==> config.mk <==
export PLATFORM = sky130hd
export DESIGN_NAME = ula_unit
export DESIGN_NICKNAME = d
export VERILOG_FILES = /design/src/rtl/ula_pkg.sv /design/src/rtl/ula_comb.sv /design/src/rtl/ula_unit.sv
export SDC_FILE = /design/constraint.sdc
export NUM_CORES = 1
export LEC_CHECK = 0
export ABC_CLOCK_PERIOD_IN_PS = 800
export BUFFER_PORTS_ARGS = -buffer_cell sky130_fd_sc_hd__buf_4
export CORE_MARGIN = 10
export CORE_UTILIZATION = 50
export CTS_BUF_LIST = sky130_fd_sc_hd__clkbuf_4 sky130_fd_sc_hd__clkbuf_8
export DETAILED_ROUTE_END_ITERATION = 10
export PLACE_DENSITY = 0.73
export SYNTH_ARGS = -nofsm -noshare
export SYNTH_HDL_FRONTEND = slang
export SYNTH_HIERARCHICAL = 1
export SYNTH_SLANG_ARGS = --single-unit
==> constraint.sdc <==
create_clock -name clk -period 0.8 [get_ports clk]
set_input_delay 0.04 -clock clk [delete_from_list [all_inputs] [get_ports clk]]
set_output_delay 0.04 -clock clk [all_outputs]
set_load 0.05 [all_outputs]
==> src/rtl/ula_pkg.sv <==
// Shared ALU definitions: opcode encoding and default datapath widths.
package ula_pkg;

   localparam int ULA_W     = 2;
   localparam int ULA_OUT_W = 9;

   typedef enum logic [3:0] {
      ALU_AND   = 4'd0,
      ALU_OR    = 4'd1,
      ALU_ADD   = 4'd2,
      ALU_XOR   = 4'd3,
      ALU_SUB   = 4'd4,
      ALU_MUL   = 4'd5,
      ALU_NOR   = 4'd6,
      ALU_SLT   = 4'd7,
      ALU_SLL   = 4'd8,
      ALU_SRL   = 4'd9,
      ALU_NAND  = 4'd10,
      ALU_PASSA = 4'd11,
      ALU_PASSB = 4'd12,
      ALU_RSV13 = 4'd13,
      ALU_RSV14 = 4'd14,
      ALU_RSV15 = 4'd15
   } alu_op_t;

endpackage

==> src/rtl/ula_comb.sv <==
// Combinational ALU datapath: result and zero flag from (ctl, a, b).
module ula_comb
   import ula_pkg::*;
#(
   parameter int W     = ULA_W,
   parameter int OUT_W = ULA_OUT_W
) (
   input  logic [3:0]       ctl_i,
   input  logic [W-1:0]     a_i,
   input  logic [W-1:0]     b_i,
   output logic [OUT_W-1:0] res_o,
   output logic             zero_o
);

   localparam int SHW = $clog2(OUT_W);

   logic [OUT_W-1:0] a_x;
   logic [OUT_W-1:0] b_x;
   logic [2*W-1:0]   prod;
   logic [W-1:0]     nor_w;
   logic [W-1:0]     nand_w;
   logic [SHW-1:0]   sh;

   assign a_x    = {{(OUT_W-W){1'b0}}, a_i};
   assign b_x    = {{(OUT_W-W){1'b0}}, b_i};
   assign prod   = {{W{1'b0}}, a_i} * {{W{1'b0}}, b_i};
   // NOR/NAND invert at operand width so upper result bits stay clear
   assign nor_w  = ~(a_i | b_i);
   assign nand_w = ~(a_i & b_i);
   assign sh     = b_x[SHW-1:0];

   always_comb begin
      res_o = '0;
      case (alu_op_t'(ctl_i))
         ALU_AND:   res_o = a_x & b_x;
         ALU_OR:    res_o = a_x | b_x;
         ALU_ADD:   res_o = a_x + b_x;
         ALU_XOR:   res_o = a_x ^ b_x;
         ALU_SUB:   res_o = a_x - b_x;
         ALU_MUL:   res_o = {{(OUT_W-2*W){1'b0}}, prod};
         ALU_NOR:   res_o = {{(OUT_W-W){1'b0}}, nor_w};
         ALU_SLT:   res_o = {{(OUT_W-1){1'b0}}, (a_i < b_i)};
         ALU_SLL:   res_o = a_x << sh;
         ALU_SRL:   res_o = a_x >> b_x;
         ALU_NAND:  res_o = {{(OUT_W-W){1'b0}}, nand_w};
         ALU_PASSA: res_o = a_x;
         ALU_PASSB: res_o = b_x;
         default:   res_o = '0;
      endcase
   end

   assign zero_o = (res_o == '0);

endmodule

==> src/rtl/ula_unit.sv <==
// Registered ALU: combinational datapath followed by the result/zero
// register, cleared asynchronously by reset.
module ula_unit
   import ula_pkg::*;
#(
   parameter int W     = ULA_W,
   parameter int OUT_W = ULA_OUT_W
) (
   input  logic             clk,
   input  logic             reset,
   input  logic [3:0]       ALUctl,
   input  logic [W-1:0]     A,
   input  logic [W-1:0]     B,
   output logic [OUT_W-1:0] ALUOut,
   output logic             Zero
);

   logic [OUT_W-1:0] out_d;
   logic [OUT_W-1:0] out_q;
   logic             zero_d;
   logic             zero_q;

   ula_comb #(
      .W     (W),
      .OUT_W (OUT_W)
   ) u_comb (
      .ctl_i  (ALUctl),
      .a_i    (A),
      .b_i    (B),
      .res_o  (out_d),
      .zero_o (zero_d)
   );

   always_ff @(posedge clk or posedge reset) begin
      if (reset) begin
         out_q  <= '0;
         zero_q <= 1'b1;
      end else begin
         out_q  <= out_d;
         zero_q <= zero_d;
      end
   end

   assign ALUOut = out_q;
   assign Zero   = zero_q;

endmodule

==> results of run 1 <==
## power groups by stage
stage / sequential [W] / clock [W] / combinational, W
detailed placement: 0.000561 / 0 / 0.000637
global route: 0.000566 / 0.000446 / 0.000813
global placement: 0.000560 / 0 / 0.000617
floorplan: 0.000677 / 0 / 0.000266
CTS: 0.000561 / 0.000381 / 0.000706
finish: 0.000563 / 0.000412 / 0.000770
## worst max-delay path, stage by stage
cell       delay (ns)
buf_12           0.12
inv_16           0.05
ha_4             0.13
inv_4            0.04
fa_2             0.39
or4_4            0.46
o2111ai_4        0.15
nor3b_2          0.09
and4b_1          0.21
## layer usage
layer	vias up	wire length [µm]	track usage, %
li1	448	-	-
met1	484	1318	15.65
met2	57	1628	27.79
met3	27	244	3.943
met4	0	283	13.69
met5	-	0	0
## logic make-up (layout without fill, tap and decap cells)
family / after synthesis / count (layout) / synth area share (%)
compound gates: 20 / 20 / 14.46
fa+ha+maj: 10 / 10 / 15.14
buf+inv: 17 / 63 / 10.68
flops: 10 / 10 / 27.16
mux: 4 / 4 / 5.135
simple gates: 38 / 38 / 27.43
## worst paths after layout
path	end	slack (ns)	cells past startpoint
min in group asynchronous	ALUOut[4]$_DFF_PP0_	0.31	3
min	ALUOut[4]$_DFF_PP0_	0.18	4
max in group asynchronous	Zero$_DFF_PP1_	0.17	3
max	Zero$_DFF_PP1_	-0.71	9
## layout make-up
class | instances | area share (%)
repair buffers | 50 | 30.50
inverters | 9 | 3.833
well taps | 25 | 2.083
flip-flops and latches | 10 | 16.75
multi-input cells | 72 | 44.83
clock buffers | 4 | 2.000
## cells in the mapped netlist, types with 2 or more instances
library cell  count
a31oi_1           2
fa_1              2
nand2_1           8
nor3b_1           3
dfrtp_1           9
a21oi_1           5
nor2b_1           3
nor2_1            5
ha_1              8
mux2_2            2
nand4b_1          2
o21ai_0           5
nand2b_1          4
buf_4             5
inv_1             9
buf_6             2
## through the flow
| stage | cells | setup TNS, ns | power, W | setup WS (ns) | instance area, µm² |
|---|---|---|---|---|---|
| 2_1_floorplan | 99 | -4.840 | 0.0009429 | -0.7487 | 1012 |
| 3_3_place_gp | 161 | -7.593 | 0.001177 | -0.9585 | 1301 |
| 3_5_place_dp | 161 | -7.980 | 0.001198 | -1.079 | 1301 |
| 4_1_cts | 169 | -5.250 | 0.001648 | -0.6851 | 1446 |
| 5_1_grt | 170 | -6.418 | 0.001825 | -0.7533 | 1501 |
| 6_report | 170 | -5.828 | 0.001745 | -0.7050 | 1501 |
## timing repair
action / CTS / global route
buffers inserted: 3 / 4
gates resized for setup: 22 / 12
pin swaps: 4 / 8
hold endpoints to repair: 9 / 0
hold buffers: 1 / 0
setup endpoints to repair: 20 / 20
## sequential cells by signal (all words and copies together), names as in the netlist
name and cells:
ALUOut 9, Zero 1
==> flow_metrics.py, run 1 <==
metrics = {
    "global_route": {
        "grt_pass1_wl_um": 5195,
        "grt_remaining_overflow": 0,
        "maximum_number_of_pins_on_one_net_before_global_route_repair": 15,
        "grt_pass1_vias": 1098,
        "grt_antenna_before_repair": 0,
        "grt_use_total_pct": 16.09,
    },
    "synth": {
        "synthesis.area_per_instance_um2": 9.352,
        "synth-edff-count": 0,
        "synth_async_sr_flop_share_pct": 100.0,
        "synth_cell_type_count": 41,
        "post_synth_instance_area_um2": 925.9,
        "ys_seq_area_share_pct": 27.16,
        "yosys_register_bits": 10,
        "synth_fp_nets": 119,
        "synth.top_cells.by_area": "dfrtp_1, ha_1, fa_1",
        "post-synth-top-area-fraction_pct": 24.32,
        "syn-instance-count": 99,
        "yosysWarningCount": 6,
        "synth_area_leader_cell": "dfrtp_1",
        "yosys_most_used_dff": "dfrtp_1",
    },
    "clock_tree": {
        "htreeDepth": 1,
        "clockBufferDepth": 2,
        "tritoncts": "yes",
        "tritoncts_num_sinks": 10,
        "clock-root-buffer": "clkbuf_4",
        "cts.reportedPaths.clkPinSlew_ns": 0.07,
        "tritoncts.num_buffers": 3,
    },
    "route": {
        "wire_per_inst_um": 20.44,
        "detail-route-antenna-nets": 0,
        "dr.first_iter.drc_count": 46,
        "detailedRoute.firstPassIterationCount": 4,
        "vias": 1016,
        "detail_route.vias_per_cell": 5.976,
        "drt_drc_violations_left": 0,
        "finalWirelength_um": 3475,
    },
    "setup_path": {
        "worst-path-max-fanout": 3,
        "setup.worst_path.start_class": "input pin",
        "worstSetupPathType": "in2reg",
        "cp.arrival_ns": 1.70,
        "end_kind": "register",
        "worstSetupStartpoint": "A[0]",
        "critical_path_required_ns": 1.00,
    },
    "power": {
        "power.switching_w": 0.0006159,
        "pwr-share-clk_pct": 23.6,
        "sw_frac_of_total_pct": 35.29,
        "ir_drop_mv": 0.7567,
        "pwr_dens_nw_per_um2": 1162,
        "p_seq_share_pct": 32.3,
        "static-leakage-power_nw": 0.7056,
        "part_of_the_power_in_combinational_logic_pct": 44.1,
        "int_pwr_w": 0.001129,
    },
    "sta": {
        "timing.final.ws_setup_ns": -0.7050,
        "tightest_slew_ns": 0.3783,
        "layout_min_cycle_time_ns": 1.505,
        "period_share_pct": 188.1,
        "rsz0062_at_grt": "true",
        "final_setup_violation_count": 20,
        "slew_viol_final": 0,
        "timing.final.hold_violations": 0,
        "worst_hold_slack_ns": 0.1804,
        "max_slew_margin_pct": 74.75,
        "fmaxAchievable_ghz": 0.6645,
    },
    "run_status": {
        "violated_checks": "negative setup slack",
        "run_status": "finished with violations",
    },
    "final_layout": {
        "mostFrequentLayoutCells": "buf_4, buf_6, dfrtp_1, nand2_1",
        "final_common_cell": "buf_4",
        "finalCoreUtilization_pct": 86.02,
        "layout-drive-gt1-share_pct": 54.48,
        "multiInputGateArea_um2": 673.1,
        "area.growth.synth_to_final_pct": 62.16,
        "layout_nets": 166,
        "area_of_all_sequential_standard_cells_um2": 251.5,
        "n_antenna_cell": 0,
        "fill_count": 79,
    },
    "floorplanning": {
        "num_io_pins": 20,
        "fp.dieH_um": 63.03,
        "placement_rows": 15,
        "initial_utilization_pct": 53.05,
        "design.core.area_um2": 1745,
        "die_w_um": 63.03,
        "design.die.area_um2": 3973,
    },
    "placement": {
        "io_buffer_count": 19,
        "globalplace.congestion": 0.8933,
        "dp_hpwl_um": 2112,
    },
    "hold_path": {
        "hold_start": "B[0]",
        "worstHoldPathType": "in2reg",
    },
    "job": {
        "max-cap-violations": 0,
    },
}
Power figures use the tool's default switching activity.
==> run 2, diff against run 1 <==
--- a/config.mk
+++ b/config.mk
@@ -5,7 +5,7 @@
 export SDC_FILE = /design/constraint.sdc
 export NUM_CORES = 1
 export LEC_CHECK = 0
-export ABC_CLOCK_PERIOD_IN_PS = 800
+export ABC_CLOCK_PERIOD_IN_PS = 1800
 export BUFFER_PORTS_ARGS = -buffer_cell sky130_fd_sc_hd__buf_4
 export CORE_MARGIN = 10
 export CORE_UTILIZATION = 50
==> constraint.sdc (replaced) <==
create_clock -name clk -period 1.8 [get_ports clk]
set_input_delay 0.09 -clock clk [delete_from_list [all_inputs] [get_ports clk]]
set_output_delay 0.09 -clock clk [all_outputs]
set_load 0.05 [all_outputs]
==> run 2 against run 1 <==
The flow now finishes without violations. Worst setup slack improved by 0.83 ns. Die area unchanged. Global-route usage decreased by 5.2 points. Critical path type unchanged. Largest cell class unchanged. Highest routed layer is now met3.
==> flow_metrics.py, run 2 (same netlist as run 1, synthesis figures left out) <==
metrics = {
    "floorplanning": {
        "fp.dieH_um": 63.03,
        "design.die.area_um2": 3973,
        "placement_rows": 15,
        "die_w_um": 63.03,
        "initial_utilization_pct": 53.05,
        "design.core.area_um2": 1745,
        "num_io_pins": 20,
    },
    "global_route": {
        "grt_pass1_vias": 758,
        "maximum_number_of_pins_on_one_net_before_global_route_repair": 19,
        "grt_remaining_overflow": 0,
        "grt_pass1_wl_um": 3615,
        "grt_use_total_pct": 10.85,
        "grt_antenna_before_repair": 0,
    },
    "setup_path": {
        "setup.worst_path.start_class": "input pin",
        "worstSetupPathType": "in2reg",
        "critical_path_required_ns": 1.99,
        "end_kind": "register",
        "worst-path-max-fanout": 3,
        "cp.arrival_ns": 1.87,
    },
    "final_layout": {
        "final_design_area_no_fill_um2": 1141,
        "final_common_cell": "buf_4",
        "layout_nets": 144,
        "largest_register_ff_count": 9,
        "n_antenna_cell": 0,
        "finalCoreUtilization_pct": 65.38,
        "mostFrequentLayoutCells": "buf_4, dfrtp_1, inv_1, nand2_1, ha_1",
        "area.growth.synth_to_final_pct": 23.24,
        "fill_count": 152,
        "layout-drive-gt1-share_pct": 31.71,
    },
    "route": {
        "detail_route.vias_per_cell": 5.399,
        "detailedRoute.firstPassIterationCount": 4,
        "met2WireLength_um": 994,
        "met3_length_um": 148,
        "top_layer_used": "met3",
        "finalWirelength_um": 2117,
        "detail-route-antenna-nets": 0,
        "route.layer.met1.wl_um": 973,
        "drt_drc_violations_left": 0,
        "dr.first_iter.drc_count": 25,
        "vias": 799,
        "wire_per_inst_um": 14.30,
    },
    "sta": {
        "layout_min_cycle_time_ns": 1.674,
        "accumulated_negative_setup_slack_ns": 0,
        "rsz0062_at_grt": "false",
        "max_slew_margin_pct": 74.62,
        "timing.final.hold_violations": 0,
        "slew_viol_final": 0,
        "period_share_pct": 92.99,
        "tightest_slew_ns": 0.3799,
        "worst_hold_slack_ns": 0.2185,
        "final_setup_violation_count": 0,
        "fmaxAchievable_ghz": 0.5975,
    },
    "job": {
        "max-cap-violations": 0,
    },
    "power": {
        "static-leakage-power_nw": 0.5649,
        "pwr_dens_nw_per_um2": 588.1,
        "power.total_w": 0.0006711,
        "ir_drop_mv": 0.5411,
    },
    "clock_tree": {
        "tritoncts.num_buffers": 3,
        "clock-root-buffer": "clkbuf_4",
        "cts.reportedPaths.clkPinSlew_ns": 0.06,
        "tritoncts": "yes",
        "clockBufferDepth": 2,
        "htreeDepth": 1,
        "tritoncts_num_sinks": 10,
        "post-cts-setup-buffers": 0,
    },
    "placement": {
        "dp_hpwl_um": 1693,
        "io_buffer_count": 19,
        "globalplace.congestion": 0.9657,
        "placedInstanceArea_um2": 1095,
    },
    "hold_path": {
        "worstHoldPathType": "in2reg",
    },
    "run_status": {
        "run_status": "complete, no violations",
    },
}
## run 2: changes by cell type in the layout (fill, tap and decap cells not counted), sizes merged
cell  before  now
buf       49   27
## run 2: through the flow
step           setup WS [ns]  std cells
2_1_floorplan         0.1046         99
3_3_place_gp         -0.1425        143
3_5_place_dp         -0.1516        143
4_1_cts               0.1258        148
5_1_grt              0.08623        148
6_report              0.1263        148
## run 2: critical path, stage by stage
cell and delay (ns):
buf_4 0.12, inv_1 0.07, ha_1 0.16, inv_1 0.06, fa_1 0.40, or4_4 0.57
o2111ai_2 0.11, nor3b_1 0.08, and4b_1 0.20
## run 2: per-layer routing
| layer | up-vias | global-route usage (%) |
|---|---|---|
| met2 | 29 | 17.13 |
| met4 | 0 | 3.352 |
| met3 | 0 | 3.584 |
| met1 | 375 | 13.45 |
| met5 | - | 0 |
| li1 | 395 | - |
## run 2: layout make-up
class	count	area, µm²	area share [%]
multi-input combinational	72	575.6	50.44
sequential	10	251.5	22.04
timing repair buffer	28	212.7	18.64
clock buffer	4	36.28	3.180
inverter	9	33.78	2.961
tap	25	31.28	2.741
## run 2: worst paths after layout
kind	startpoint	end	depth (start not counted)
max	A[0]	Zero$_DFF_PP1_	9
min	B[1]	ALUOut[4]$_DFF_PP0_	3
max in group asynchronous	reset	Zero$_DFF_PP1_	3
min in group asynchronous	reset	ALUOut[6]$_DFF_PP0_	3
## run 2: timing repair
item,4_1_cts,5_1_grt
hold buffers,1,0
hold endpoints to repair,9,0
resized for setup,0,0
## run 2: report_power, final
group	switching (W)	internal [W]	leakage, nW
sequential	0.00000323	0.000242	0.133
clock	0.0000725	0.000123	0.0210
combinational	0.000139	0.0000927	0.411
total	0.000214	0.000457	0.565
==> run 3, diff against run 2 <==
--- a/config.mk
+++ b/config.mk
@@ -5,7 +5,7 @@
 export SDC_FILE = /design/constraint.sdc
 export NUM_CORES = 1
 export LEC_CHECK = 0
-export ABC_CLOCK_PERIOD_IN_PS = 1800
+export ABC_CLOCK_PERIOD_IN_PS = 1700
 export BUFFER_PORTS_ARGS = -buffer_cell sky130_fd_sc_hd__buf_4
 export CORE_MARGIN = 10
 export CORE_UTILIZATION = 50
==> constraint.sdc (replaced) <==
create_clock -name clk -period 1.7 [get_ports clk]
set_input_delay 0.085 -clock clk [delete_from_list [all_inputs] [get_ports clk]]
set_output_delay 0.085 -clock clk [all_outputs]
set_load 0.05 [all_outputs]
==> run 3 against run 2 <==
Sequential share of layout area shrank 0.61 points. Worst setup slack lost 0.089 ns. Die area is the same. Utilization grew 1.9 points. Global-route usage grew 0.40 points. Clock-buffer cell count is the same. Power grew 7.3%.
==> flow_metrics.py, run 3 (same netlist as run 1, synthesis figures left out) <==
metrics = {
    "run_status": {
        "run_status": "complete, no violations",
    },
    "route": {
        "drt_drc_violations_left": 0,
        "finalWirelength_um": 2241,
        "detailedRoute.firstPassIterationCount": 4,
        "detail_route.vias_per_cell": 5.460,
        "dr.first_iter.drc_count": 16,
        "vias": 819,
        "detail-route-antenna-nets": 0,
        "wire_per_inst_um": 14.94,
    },
    "global_route": {
        "grt_remaining_overflow": 0,
        "maximum_number_of_pins_on_one_net_before_global_route_repair": 19,
        "grt_pass1_vias": 812,
        "grt_use_total_pct": 11.25,
        "grt_antenna_before_repair": 0,
        "grt_pass1_wl_um": 3760,
    },
    "final_layout": {
        "n_antenna_cell": 0,
        "fill_count": 161,
        "layout_nets": 146,
        "largest_register_ff_count": 9,
        "layout-drive-gt1-share_pct": 37.60,
        "finish.cell_count_without_fillers": 150,
        "area.growth.synth_to_final_pct": 26.76,
        "final_common_cell": "buf_4",
        "mostFrequentLayoutCells": "buf_4, dfrtp_1, inv_1, nand2_1, ha_1",
    },
    "floorplanning": {
        "num_io_pins": 20,
        "fp.dieH_um": 63.03,
        "design.die.area_um2": 3973,
        "initial_utilization_pct": 53.05,
        "die_w_um": 63.03,
        "placement_rows": 15,
        "design.core.area_um2": 1745,
    },
    "clock_tree": {
        "post-cts-setup-buffers": 0,
        "tritoncts.num_buffers": 3,
        "htreeDepth": 1,
        "tritoncts": "yes",
        "cts.reportedPaths.clkPinSlew_ns": 0.06,
        "tritoncts_num_sinks": 10,
        "clock-root-buffer": "clkbuf_4",
        "clockBufferDepth": 2,
    },
    "sta": {
        "rsz0062_at_grt": "false",
        "final_setup_violation_count": 0,
        "tightest_slew_ns": 0.3467,
        "timing.final.hold_violations": 0,
        "slew_viol_final": 0,
        "max_slew_margin_pct": 76.86,
        "fmaxAchievable_ghz": 0.6014,
        "layout_min_cycle_time_ns": 1.663,
        "period_share_pct": 97.80,
    },
    "placement": {
        "dp_hpwl_um": 1793,
        "dp.cells": 145,
        "io_buffer_count": 19,
        "globalplace.congestion": 0.8620,
    },
    "setup_path": {
        "cp_slowest_cell": "fa_1",
        "critical_path.n_buffers_inverters": 1,
        "setup.worst_path.start_class": "input pin",
        "cp.arrival_ns": 1.86,
        "cpPeakStageDelay_ns": 0.43,
        "end_kind": "register",
        "worstPathCellList": "buf_4 -> ha_2 -> fa_1 -> mux2_2 -> a21oi_2 -> o22ai_2 -> nor4_2 -> and4b_1",
        "cp_top_family": "adder cells",
        "critical_path_required_ns": 1.89,
        "worstSetupPathType": "in2reg",
        "worst-path-max-fanout": 3,
    },
    "hold_path": {
        "min_delay_path_depth": 3,
        "worst_hold_path.endpoint": "ALUOut[0]$_DFF_PP0_",
        "worstHoldPathType": "in2reg",
        "hold_start": "ALUctl[1]",
    },
    "power": {
        "static-leakage-power_nw": 0.5726,
        "int_pwr_w": 0.0004900,
        "pwr_dens_nw_per_um2": 613.6,
        "p_seq_share_pct": 36.1,
        "ir_drop_mv": 0.5473,
        "pwr-share-clk_pct": 28.2,
        "sw_frac_of_total_pct": 31.96,
        "power.switching_w": 0.0002302,
        "part_of_the_power_in_combinational_logic_pct": 35.7,
        "power.total_w": 0.0007202,
    },
    "job": {
        "max-cap-violations": 0,
    },
}
-- run 3: cell type report --
cell class	count	area, µm²	share of cell area, %
multi-input cells	72	593.1	50.53
repair buffers	30	227.7	19.40
inverters	9	33.78	2.878
well taps	25	31.28	2.665
clock buffers	4	36.28	3.092
flip-flops and latches	10	251.5	21.43
-- run 3: stage by stage --
stage	hold slack [ns]	cell area, µm²	setup slack (ns)	utilization (%)	setup TNS (ns)
after floorplan	-0.07554	925.9	0.009633	-	0
after global placement	0.06473	1110	-0.2411	63.58	-0.7813
after detailed placement	0.07305	1110	-0.2301	63.58	-0.8358
after CTS	0.1891	1156	0.03063	66.24	0
after global routing	0.2110	1174	0.002798	67.24	0
final	0.1957	1174	0.03733	67.24	0
-- run 3: tightest hold or removal path: cells and delay by family --
kind / cells / cell delay (ns)
simple gates: 1 / 0.06
buf+inv: 1 / 0.15
compound gates: 1 / 0.11
-- run 3: how the worst max path moves through the flow --
stage                     start        endpoint  slack [ns]  cells after the start
after global routing       A[0]  Zero$_DFF_PP1_       0.003                      8
after CTS                  A[0]  Zero$_DFF_PP1_        0.03                      9
after global placement     A[0]  Zero$_DFF_PP1_       -0.24                      9
after detailed placement   A[0]  Zero$_DFF_PP1_       -0.23                      9
after floorplan            A[0]  Zero$_DFF_PP1_        0.01                      8
final                      A[0]  Zero$_DFF_PP1_        0.04                      8
-- run 3: power groups by stage --
stage | sequential [W] | combinational, W | clock [W]
5_1_grt | 0.000261 | 0.000278 | 0.000230
3_5_place_dp | 0.000265 | 0.000249 | 0
2_1_floorplan | 0.000318 | 0.000110 | 0
4_1_cts | 0.000260 | 0.000251 | 0.000209
3_3_place_gp | 0.000263 | 0.000246 | 0
6_report | 0.000260 | 0.000257 | 0.000203
-- run 3: timing repair --
action | 4_1_cts | 5_1_grt
endpoints found under the setup margin | 0 | 1
hold buffers | 1 | 0
endpoints found under the hold margin | 9 | 0
gates resized for setup | 0 | 6
-- run 3: layer usage --
| metal | track usage, % | share of wire, % | wire (µm) | up-vias |
|---|---|---|---|---|
| met5 | 0 | 0 | 0 | - |
| li1 | - | - | - | 403 |
| met3 | 2.867 | 5.6 | 125 | 0 |
| met4 | 2.514 | 0 | 0 | 0 |
| met1 | 13.87 | 43 | 971 | 385 |
| met2 | 18.91 | 51 | 1143 | 31 |
